File: src/rtl/cell_sync_deglitch_evt.sv
// Deglitch filter for an already-synchronized level, with one-cycle edge pulses and a
// small event FIFO that queues the direction of every accepted edge.
module cell_sync_deglitch_evt #(
  parameter int unsigned FILT_CYC = 4,
  parameter int unsigned DEPTH    = 4,
  parameter bit          INIT     = 1'b0
) (
  input  logic                         CK,
  input  logic                         RN,
  input  logic                         D,
  input  logic                         EN,
  output logic                         Q,
  output logic                         RISE,
  output logic                         FALL,
  output logic                         EVT_VLD,
  input  logic                         EVT_RDY,
  output logic                         EVT_DIR,
  output logic [$clog2(DEPTH+1)-1:0]   EVT_CNT,
  output logic                         OVF,
  input  logic                         OVF_CLR
);

  localparam int unsigned CntW = $clog2(DEPTH + 1);
  localparam int unsigned PtrW = $clog2(DEPTH);

  localparam logic [0:0] ST_STABLE  = 1'b0;
  localparam logic [0:0] ST_QUALIFY = 1'b1;

  localparam logic [7:0]      FiltCyc = 8'(FILT_CYC);
  localparam logic [CntW-1:0] DepthC  = CntW'(DEPTH);

  // ---------------------------------------------------------------------------
  // Qualification filter
  // ---------------------------------------------------------------------------
  logic [0:0] state_q, state_d;
  logic [7:0] cnt_q, cnt_d;
  logic       q_q, q_d;
  logic       rise_q, rise_d;
  logic       fall_q, fall_d;
  logic       accept;

  always_comb begin
    state_d = state_q;
    cnt_d   = cnt_q;
    q_d     = q_q;
    rise_d  = 1'b0;
    fall_d  = 1'b0;
    accept  = 1'b0;
    if (EN) begin
      case (state_q)
        ST_STABLE: begin
          cnt_d = 8'd0;
          if (D != q_q) begin
            if (FiltCyc == 8'd1) begin
              accept = 1'b1;
            end else begin
              state_d = ST_QUALIFY;
              cnt_d   = 8'd1;
            end
          end
        end
        ST_QUALIFY: begin
          if (D == q_q) begin
            // Level returned before qualifying: treat it as a glitch.
            state_d = ST_STABLE;
            cnt_d   = 8'd0;
          end else if (cnt_q + 8'd1 == FiltCyc) begin
            accept  = 1'b1;
            state_d = ST_STABLE;
            cnt_d   = 8'd0;
          end else begin
            cnt_d = cnt_q + 8'd1;
          end
        end
        default: begin
          state_d = ST_STABLE;
          cnt_d   = 8'd0;
        end
      endcase
      if (accept) begin
        q_d    = D;
        rise_d = D;
        fall_d = ~D;
      end
    end else begin
      state_d = ST_STABLE;
      cnt_d   = 8'd0;
    end
  end

  always_ff @(posedge CK) begin
    if (!RN) begin
      state_q <= ST_STABLE;
      cnt_q   <= 8'd0;
      q_q     <= INIT;
      rise_q  <= 1'b0;
      fall_q  <= 1'b0;
    end else begin
      state_q <= state_d;
      cnt_q   <= cnt_d;
      q_q     <= q_d;
      rise_q  <= rise_d;
      fall_q  <= fall_d;
    end
  end

  // ---------------------------------------------------------------------------
  // Event FIFO: the registered edge pulse is the push request, so an event
  // becomes visible one cycle after Q changes.
  // ---------------------------------------------------------------------------
  logic            mem_q [DEPTH];
  logic [PtrW-1:0] wr_ptr_q, wr_ptr_d;
  logic [PtrW-1:0] rd_ptr_q, rd_ptr_d;
  logic [CntW-1:0] fcnt_q, fcnt_d;
  logic            dir_q, dir_d;
  logic            ovf_q, ovf_d;
  logic            push, push_dir, full, pop, wr_en, drop;

  always_comb begin
    push     = rise_q | fall_q;
    push_dir = rise_q;
    full     = (fcnt_q == DepthC);
    pop      = (fcnt_q != '0) & EVT_RDY;
    wr_en    = push & (~full | pop);
    drop     = push & full & ~pop;

    wr_ptr_d = wr_en ? wr_ptr_q + PtrW'(1) : wr_ptr_q;
    rd_ptr_d = pop   ? rd_ptr_q + PtrW'(1) : rd_ptr_q;

    fcnt_d = fcnt_q;
    if (wr_en && !pop) begin
      fcnt_d = fcnt_q + CntW'(1);
    end else if (!wr_en && pop) begin
      fcnt_d = fcnt_q - CntW'(1);
    end

    // Registered head: bypass the write when the entry being written becomes the head.
    dir_d = dir_q;
    if (fcnt_d != '0) begin
      if (wr_en && (rd_ptr_d == wr_ptr_q)) begin
        dir_d = push_dir;
      end else begin
        dir_d = mem_q[rd_ptr_d];
      end
    end

    ovf_d = ovf_q;
    if (drop) begin
      ovf_d = 1'b1;
    end else if (OVF_CLR) begin
      ovf_d = 1'b0;
    end
  end

  always_ff @(posedge CK) begin
    if (wr_en) begin
      mem_q[wr_ptr_q] <= push_dir;
    end
  end

  always_ff @(posedge CK) begin
    if (!RN) begin
      wr_ptr_q <= '0;
      rd_ptr_q <= '0;
      fcnt_q   <= '0;
      dir_q    <= 1'b0;
      ovf_q    <= 1'b0;
    end else begin
      wr_ptr_q <= wr_ptr_d;
      rd_ptr_q <= rd_ptr_d;
      fcnt_q   <= fcnt_d;
      dir_q    <= dir_d;
      ovf_q    <= ovf_d;
    end
  end

  assign Q       = q_q;
  assign RISE    = rise_q;
  assign FALL    = fall_q;
  assign EVT_VLD = (fcnt_q != '0);
  assign EVT_DIR = dir_q;
  assign EVT_CNT = fcnt_q;
  assign OVF     = ovf_q;

endmodule

File: config.mk
export PLATFORM = sky130hd
export DESIGN_NAME = cell_sync_deglitch_evt
export DESIGN_NICKNAME = d
export VERILOG_FILES = /design/src/rtl/cell_sync_deglitch_evt.sv
export SDC_FILE = /design/constraint.sdc
export NUM_CORES = 1
export LEC_CHECK = 0
export BUFFER_PORTS_ARGS = -buffer_cell sky130_fd_sc_hd__buf_2
export CORE_MARGIN = 2
export CORE_UTILIZATION = 45
export CTS_CLUSTER_DIAMETER = 30
export DETAILED_ROUTE_END_ITERATION = 7
export GPL_ROUTABILITY_DRIVEN = 0
export SYNTH_ARGS = -nofsm -noshare
export SYNTH_HDL_FRONTEND = slang
export SYNTH_SLANG_ARGS = --single-unit
File: constraint.sdc
create_clock -name CK -period 3.61 [get_ports CK]
set_clock_uncertainty 0.05 [all_clocks]
set_input_delay 0.1805 -clock CK [delete_from_list [all_inputs] [get_ports CK]]
set_output_delay 0.1805 -clock CK [all_outputs]
set_load 0.01 [all_outputs]
Word level (Yosys, flattened, before mapping)

Memory sizes are Yosys's and may differ from the RTL's. A register that Yosys moved wholly into a read port is not among the register bits.
Cells that the tools add are included.
Widths: inputs -> output; s select.

Bits in writable memories: 4
Bits of input ports: 6
Register bits: 20
Output and inout bits: 9
Memories: 1
Logic and storage cells: 59

Memories:

| name  | words | bits a word | read ports | clocked after Yosys merged registers in | write ports | RTL line | source |
|---|---|---|---|---|---|---|---|
| mem_q | 4     | 1           | 1          | 1                                       | 1           | 111      | `logic mem_q [DEPTH];` |

Reduce and logical (&&, ||, !) cells: 11
Equality and inequality tests: 4
Add/sub/neg operators: 5
Bitwise logic cells: 10
Muxes and demuxes: 19

Operators with widths:

| cell                | count |
|---|---|
| $mux 8              | 2 |
| $pmux 8 s2          | 1 |
| $mux 1              | 12 |
| $add 8x1->8 const B | 1 |
| $eq 8x3->1 const B  | 1 |
| $mux 3              | 2 |
| $reduce_bool 3->1   | 2 |
| $add 2x1->2 const B | 2 |
| $and 1x1->1         | 4 |
| $not 1->1           | 4 |
| $reduce_and 2->1    | 2 |
| $add 3x1->3 const B | 1 |
| $eq 3x3->1 const B  | 1 |
| $logic_not 1->1     | 3 |
| $reduce_and 3->1    | 1 |
| $sub 3x1->3 const B | 1 |
| $logic_and 1x1->1   | 2 |
| $mux 2              | 1 |
| $or 1x1->1          | 2 |
| $pmux 1 s2          | 1 |
| $reduce_bool 2->1   | 1 |
| $eq 1x1->1          | 1 |
| $ne 1x1->1          | 1 |

Depth between registers and ports, before layout

Gate-level depths: netlist of the first run.

Depth after elaboration: 9
Depth in mapped cells: 9
Gate-level depth less buffers: 9

Least setup slack after synthesis of the first run

OpenSTA, ideal clock, no wires.

Path kind: reg2reg
Start point: register fcnt_q[0] (netlist: EVT_CNT[0])
End point: register dir_q (netlist: EVT_DIR), read port of mem_q
Setup time: 0.128 ns
Arrival time: 1.877 ns
Buffers on the path: 0
Slack: 1.555 ns
Clock period less this slack: 2.055 ns
Required time: 3.432 ns
Cell stages (with the launch flop): 9
Cell sequence: dfxtp_1 -> inv_1 -> ha_1 -> nor2b_4 -> nor2_2 -> nor3_1 -> o31a_1 -> o311ai_1 -> a21boi_1

Longest elaborated chain between the ends: 9
Elaborated cells on any way between the ends: 16
Classes of those cells: add/sub: 2; eq/ne: 1; mux: 3; bitwise: 4; reduce/logical: 6

RTL lines:

| item                                            | RTL line | source |
|---|---|---|
| start, declared                                 | 114      | `logic [CntW-1:0] fcnt_q, fcnt_d;` |
| start signal, assigned                          | 171      | `fcnt_q <= fcnt_d;` |
| $reduce_bool 3->1 or $eq 3x3->1 (tied branches) | 123, 122 |  |
| $and 1x1->1 or $not 1->1 (tied branches)        | 123, 124 |  |
| $or 1x1->1                                      | 124      | `wr_en = push & (~full \| pop);` |
| $and 1x1->1                                     | 124      |  |
| $logic_not 1->1                                 | 133      | `end else if (!wr_en && pop) begin` |
| $logic_and 1x1->1                               | 133      |  |
| $mux 3                                          | 133      |  |
| $mux 3                                          | 131      | `if (wr_en && !pop) begin` |
| $reduce_bool 3->1                               | 139      | `if (fcnt_d != '0) begin` |
| end, declared                                   | 115      | `logic dir_q, dir_d;` |

Several ways; a longest one is shown, not always the timed one.
A chain may end at the register's enable or synchronous reset.

Final worst setup path of the first run

Same ends and word-level chain as after synthesis.

==> flow_summary_export.csv, run 1 <==
group,metric,value,unit
outcome,status,"complete, but fails checks",
outcome,failed_checks,"design-rule violations",
synthesis,ys_ff_latch,25,
placed_design,hpwl,1870,um
die,initial_utilization,48.1,%
power,comb_power_share,45.2,%
layout,antennaDiodeCount,0,
power,pwr-share-seq,41.2,%
detailed_routing,wirelength,2420,um
timing,fmax,0.448,GHz
timing,timing.final.ws_setup,1.38,ns
timing,tightest_slew,0.412,ns
layout,fin_cells,190,
global_route,grt_pass1_vias,1038,
hold_path,worstHoldStart,"D",
critical_path,reg2regPathDepth,8,
placed_design,placed_area,1450,um2
clocking,clkTransAtPathRegs,0.12,ns
power,p_int,0.000530,W
power,swShare,37.8,%
power,total_leakage_power,0.591,nW
synthesis,ys_warn_count,0,
synthesis,synthTopCellsByArea,"dfxtp_1, edfxtp_1, ha_1, and2_1, xnor2_1",
layout,areaGrowthSynthToFinish,9.17,%
synthesis,yosysSeqAreaShare,40.0,%
timing,relSlewSlack,72.4,%
power,power_density,578,nW/um2
die,die_x,58.8,um
die,fp.dieH,58.8,um
timing,slew_viol_final,0,
critical_path,critPathLaunchType,"flip-flop",
clocking,numCtsBuffers,3,
synthesis,syn_nets,158,
die,row_count,19,
critical_path,r2r_start,"EVT_CNT[0]",
synthesis,synth.distinct_cells,44,
critical_path,end_kind,"flip-flop",
hold_path,holdCritPathClass,"input pin to flip-flop",
clocking,cts_htree_levels,1,
power,clockPowerShare,13.7,%
critical_path,crit_family,"compound AO/OA/AOI/OAI gates",
timing,finalSetupTns,0,ns
global_route,grt_util_all_layers,15.9,%
timing,hold_slack,0.108,ns
timing,report.final.hold_viol_count,0,
timing,setup_violations,0,
clocking,post_cts_buffers,0,
placed_design,dp_cells,186,
critical_path,arrival,2.38,ns
clocking,cts.sinks,25,
timing,finalCritPeriodShare,61.8,%
placed_design,pre_cts_ws,1.41,ns
detailed_routing,first_iter_violations,63,
die,core_region_area,2810,um2
layout,drive_gt1_share,14.5,%
hold_path,min_to,"RISE",
critical_path,r2r-end,"EVT_DIR",
hold_path,min_path_cells,3,
global_route,grt_pass1_wl,4270,um
layout,layout_commonest_cell,"dfxtp_1",
clocking,ctsHoldBuffers,0,
global_route,grt-ovfl-total,0,
clocking,clockRootBuffer,"clkbuf_4",
critical_path,rrSetupSlack,1.38,ns
detailed_routing,post_drt_wl_per_cell,12.7,um
placed_design,numPortBuffers,14,
clocking,clock_latency,0.30,ns
detailed_routing,drc,2,
clocking,cts_resized,0,
critical_path,crit_chain,"inv_1 > ha_1 > nor2b_4 > nor2_2 > nor3_1 > o31a_1 > o311ai_1 > a21boi_1",
timing,post-route-min-period,2.23,ns
synthesis,syn_area_per_cell,9.38,um2
synthesis,yosysTopAreaCell,"dfxtp_1",
clocking,clockBufferDepth,2,
detailed_routing,drt_first_pass_iters,6,
critical_path,path_buf_inv,1,
detailed_routing,postRouteAntennaNets,0,
die,fp.dieArea,3450,um2
critical_path,cpPeakStageDelay,0.48,ns
layout,design_area,1470,um2
critical_path,critPathSlowestCell,"dfxtp_1",
critical_path,required,3.76,ns
timing,rsz0062_at_grt,"no",
global_route,antenna_found_initial,0,
layout,layout_common_cells,"dfxtp_1, buf_2, and2_1",
synthesis,synth_top_cell_area_share,31.1,%
run,drv_cap,0,
global_route,grt_max_degree,14,
power,switchingPower,0.000322,W
synthesis,synthCells,144,
die,ios,15,
clocking,cts_tree,"built",
detailed_routing,viasPerCell,5.44,
critical_path,critPathMaxFanout,7,
power,vdd_ir_drop_max,0.257,mV
synthesis,netlist_area,1350,um2
layout,nets,174,
detailed_routing,vias,1034,
critical_path,path_class,"flip-flop to flip-flop",
==> worst register-to-register path, stage by stage (launching register included) <==
cell	delay, ns
dfxtp_1	0.48
inv_1	0.11
ha_1	0.30
nor2b_4	0.17
nor2_2	0.24
nor3_1	0.11
o31a_1	0.30
o311ai_1	0.29
a21boi_1	0.09
==> state kept, by name, summed over array words and instances (netlist names) <==
name	count
EVT_DIR	1
RISE	1
FALL	1
wr_ptr_q	2
mem_q	4
EVT_CNT	3
cnt_q	8
Q	1
rd_ptr_q	2
OVF	1
state_q	1
==> Yosys cell counts, drive strengths merged <==
cell type and number:
clkbuf 3, nor2b 4, mux2i 4, and3 5, a2111o 1, o21ai 3
nor2 10, o221ai 1, o221a 1, nor3 3, nand3 5, o32ai 1
a21boi 2, nand2b 2, xor2 4, nor4b 2, o31a 1, a2bb2oi 1
nand4 1, a31o 1, a21oi 3, a211oi 4, o211ai 1, o311ai 2
ha 8, nand2 9, nand3b 1, edfxtp 4, a31oi 2, a221oi 1
and2 11, or2 1, dfxtp 21, nor4 2, or3 1, inv 11
nand4bb 1, xnor2 6
==> how the worst max path moves through the flow <==
stage | start | endpoint | slack (ns) | depth (start not counted)
2_1_floorplan | EVT_CNT[0] | EVT_DIR | 1.55 | 8
3_3_place_gp | EVT_CNT[0] | EVT_DIR | 1.50 | 8
3_5_place_dp | EVT_CNT[0] | EVT_DIR | 1.41 | 8
4_1_cts | EVT_CNT[0] | EVT_DIR | 1.38 | 8
5_1_grt | EVT_CNT[0] | EVT_DIR | 1.23 | 8
6_report | EVT_CNT[0] | EVT_DIR | 1.38 | 8
==> cells by family (layout without fill, tap and decap cells) <==
family	count (synthesis)	after routing	share of synthesized area, %
AO/OA/AOI/OAI	25	25	15.0
XOR/XNOR	10	10	6.49
adder cells (fa/ha/maj)	8	8	7.41
buffers and inverters	14	29	3.89
flip-flops	25	25	40.0
multiplexers	4	4	2.97
AND/OR/NAND/NOR	58	58	24.2
==> through the flow <==
stage	util, %	power, W
after floorplan	-	0.000647
after global placement	51.6	0.000731
after detailed placement	51.6	0.000741
after CTS	52.5	0.000861
after global routing	52.5	0.000919
final	52.5	0.000852
==> power by group through the flow <==
stage                     Clock (W)  Sequential (W)  Combinational, W
after floorplan                   0        0.000351          0.000295
after CTS                  0.000125        0.000351          0.000385
after detailed placement          0        0.000358          0.000383
after global placement            0        0.000356          0.000375
after global routing       0.000136        0.000356          0.000427
final                      0.000116        0.000351          0.000385
==> area by class of cell <==
cell class                 instances  area (um2)
clock buffer                       4        26.3
fill                             269        1330
inverter                          11        41.3
multi-input combinational        105         757
sequential                        25         541
tap                               31        38.8
timing repair buffer              14        70.1
==> routing by layer <==
metal	vias to the layer above	part of all wire (%)	wire [um]	global-route usage, %
li1	542	-	-	-
met1	476	48	1160	20.0
met2	14	48	1170	26.8
met3	2	2.8	67	2.86
met4	0	0.74	18	6.49
met5	-	0	0	0
(Power assumes the default switching activity.)
==> run 2: changes to the inputs <==
--- a/config.mk
+++ b/config.mk
@@ -5,6 +5,7 @@
 export SDC_FILE = /design/constraint.sdc
 export NUM_CORES = 1
 export LEC_CHECK = 0
+export ABC_AREA = 1
 export BUFFER_PORTS_ARGS = -buffer_cell sky130_fd_sc_hd__buf_2
 export CORE_MARGIN = 2
 export CORE_UTILIZATION = 45
==> constraint.sdc (replaced) <==
create_clock -name CK -period 2.32 [get_ports CK]
set_clock_uncertainty 0.05 [all_clocks]
set_input_delay 0.116 -clock CK [delete_from_list [all_inputs] [get_ports CK]]
set_output_delay 0.116 -clock CK [all_outputs]
set_load 0.01 [all_outputs]
==> run 2 against run 1 <==
Effect of this change:
- the flow now finishes without violations
- critical path depth rose by 6
- utilization rose by 0.40 points
- via count rose by 8.3%
- register-to-register slack got worse by 0.78 ns
- sequential share of layout area barely moved
- area after synthesis fell by 1.8%
- maximum frequency rose by 29%
- highest routed layer unchanged
- sequential cell count did not move
- cell area barely moved
- global-route usage rose by 1.4 points
==> flow_summary_export.csv, run 2 <==
group,metric,value,unit
placed_design,dp_cells,224,
critical_path,critPathLaunchType,"flip-flop",
layout,postLayoutCoreUtil,52.9,%
run,drv_cap,0,
critical_path,critPathMaxFanout,4,
critical_path,required,2.51,ns
detailed_routing,wirelength,2530,um
synthesis,synthTopCellsByCount,"nand2_1, inv_1, nor2_1, dfxtp_1, nand3_1",
clocking,cts_resized,0,
synthesis,synthCells,179,
global_route,antenna_found_initial,0,
clocking,clkTransAtPathRegs,0.15,ns
global_route,grt_max_degree,15,
detailed_routing,viasPerCell,4.89,
detailed_routing,drt_first_pass_iters,4,
timing,post-route-min-period,1.72,ns
detailed_routing,drc,0,
die,core_region_area,2780,um2
placed_design,numPortBuffers,14,
detailed_routing,vias,1120,
detailed_routing,post_drt_wl_per_cell,11.0,um
power,swShare,41.2,%
clocking,cts.sinks,25,
timing,setup_violations,0,
timing,report.final.hold_viol_count,0,
synthesis,ys_ff_latch,25,
detailed_routing,postRouteAntennaNets,0,
synthesis,synth-edff-count,4,
power,power_density,893,nW/um2
die,die_x,58.3,um
layout,nets,213,
outcome,status,"finished clean",
synthesis,syn_area_per_cell,7.41,um2
timing,relSlewSlack,77.4,%
layout,top_register,"cnt_q",
power,switchingPower,0.000541,W
synthesis,yosysTopAreaCell,"dfxtp_1",
die,fp.dieArea,3400,um2
layout,largest_reg_flops,8,
clocking,cts_tree,"built",
placed_design,pre_cts_ws,0.592,ns
timing,fmax,0.580,GHz
synthesis,syn_nets,193,
timing,timing.final.ws_setup,0.596,ns
global_route,grt_pass1_vias,1107,
layout,drive_gt1_share,16.7,%
critical_path,end_kind,"flip-flop",
synthesis,yosysSeqAreaShare,40.8,%
die,initial_utilization,47.7,%
synthesis,synth_top_cell_area_share,31.7,%
synthesis,synth-main-ff-cell,"dfxtp_1",
timing,slew_viol_final,0,
hold_path,holdCritPathClass,"input pin to flip-flop",
synthesis,ys_async_sr_fraction,0,%
global_route,grt_pass1_wl,4570,um
synthesis,ys_warn_count,0,
clocking,clockRootBuffer,"clkbuf_4",
power,total_leakage_power,0.699,nW
die,fp.dieH,58.3,um
power,pwr-share-seq,39.6,%
timing,rsz0062_at_grt,"no",
synthesis,netlist_area,1330,um2
layout,fin_cells,229,
power,p_int,0.000773,W
die,row_count,19,
layout,antennaDiodeCount,0,
synthesis,yosysMostFrequentCell,"nand2_1",
power,clockPowerShare,15.1,%
global_route,grt-ovfl-total,0,
timing,tightest_slew,0.339,ns
layout,layout_common_cells,"nand2_1, inv_1, nor2_1",
die,ios,15,
timing,finalCritPeriodShare,74.3,%
clocking,clockBufferDepth,2,
global_route,grt_util_all_layers,17.3,%
synthesis,synthTopCellsByArea,"dfxtp_1, nand2_1, edfxtp_1, inv_1, nor2_1",
layout,layout_commonest_cell,"nand2_1",
clocking,post_cts_buffers,0,
synthesis,synth.distinct_cells,25,
critical_path,path_class,"flip-flop to flip-flop",
layout,areaGrowthSynthToFinish,11.0,%
placed_design,hpwl,2020,um
clocking,clock_latency,0.32,ns
power,vdd_ir_drop_max,0.592,mV
critical_path,arrival,1.92,ns
clocking,ctsHoldBuffers,1,
clocking,numCtsBuffers,3,
power,comb_power_share,45.3,%
timing,finalSetupTns,0,ns
power,power,0.00131,W
detailed_routing,first_iter_violations,44,
clocking,cts_htree_levels,1,
[run 2: changes by cell type in the layout (fill, tap and decap cells not counted), moves of 3 or more]
cell      change
a211oi_1      -4
a21oi_1       +3
and2_1       -11
and3_1        -5
inv_1        +19
mux2i_1       -3
nand2_1      +26
nand2_2       +6
nand3_1      +11
nand4_1       +3
nor2_1       +18
nor2b_1       -3
xnor2_1       -3
[run 2: final timing paths]
path	from	to	slack, ns	cells after the start
max	EVT_CNT[0]	EVT_DIR	0.60	14
min	RN	EVT_DIR	0.02	3
max reg2reg	EVT_CNT[0]	EVT_DIR	0.60	14
min reg2reg	cnt_q[7]	cnt_q[7]	0.46	2
[run 2: power groups by stage]
stage | sequential, W | clock [W] | combinational [W]
floorplan | 0.000537 | 0 | 0.000457
global placement | 0.000526 | 0 | 0.000586
detailed placement | 0.000530 | 0 | 0.000601
CTS | 0.000519 | 0.000204 | 0.000605
global route | 0.000528 | 0.000224 | 0.000695
finish | 0.000520 | 0.000199 | 0.000596
[run 2: area by class of cell]
type / count / area [um2]
Clock buffer: 3 / 22.5
Clock inverter: 1 / 5.00
Fill cell: 271 / 1310
Inverter: 29 / 109
Multi-Input combinational cell: 125 / 677
Sequential cell: 25 / 541
Tap cell: 31 / 38.8
Timing Repair Buffer: 15 / 80.1
[run 2: per-layer routing]
metal | share of wire, % | vias up | routed length [um] | GRT usage (%)
met5 | 0 | - | 0 | 0
met4 | 0.67 | 0 | 17 | 6.98
met3 | 3.5 | 2 | 88 | 1.98
met2 | 48 | 17 | 1210 | 30.5
met1 | 48 | 501 | 1210 | 21.4
li1 | - | 600 | - | -
[run 2: through the flow]
stage / area (um2) / hold WS [ns]
2_1_floorplan: 1330 / 0.188
3_3_place_gp: 1440 / 0.340
3_5_place_dp: 1440 / 0.347
4_1_cts: 1470 / 0.0193
5_1_grt: 1470 / 0.0285
6_report: 1470 / 0.0235
[run 2: cell families after synthesis]
| kind of cell | Yosys count | share of synthesized area, % |
|---|---|---|
| buffers and inverters | 29 | 8.21 |
| XOR/XNOR | 5 | 3.30 |
| AO/OA/AOI/OAI | 11 | 4.72 |
| AND/OR/NAND/NOR | 100 | 34.7 |
| multiplexers | 1 | 0.755 |
| flip-flops | 25 | 40.8 |
| adder cells (fa/ha/maj) | 8 | 7.55 |
[run 2: worst max-delay path, stage by stage, from the launching register on]
cell     delay [ns]
dfxtp_1        0.40
inv_1          0.09
ha_1           0.25
nand2_2        0.11
nand2_2        0.10
nand2_4        0.09
nand2_2        0.07
nand2_1        0.07
nand2_1        0.06
nor2_2         0.09
nand2_1        0.06
nand2_1        0.05
nand2_1        0.04
nor2_1         0.08
nor2_1         0.04
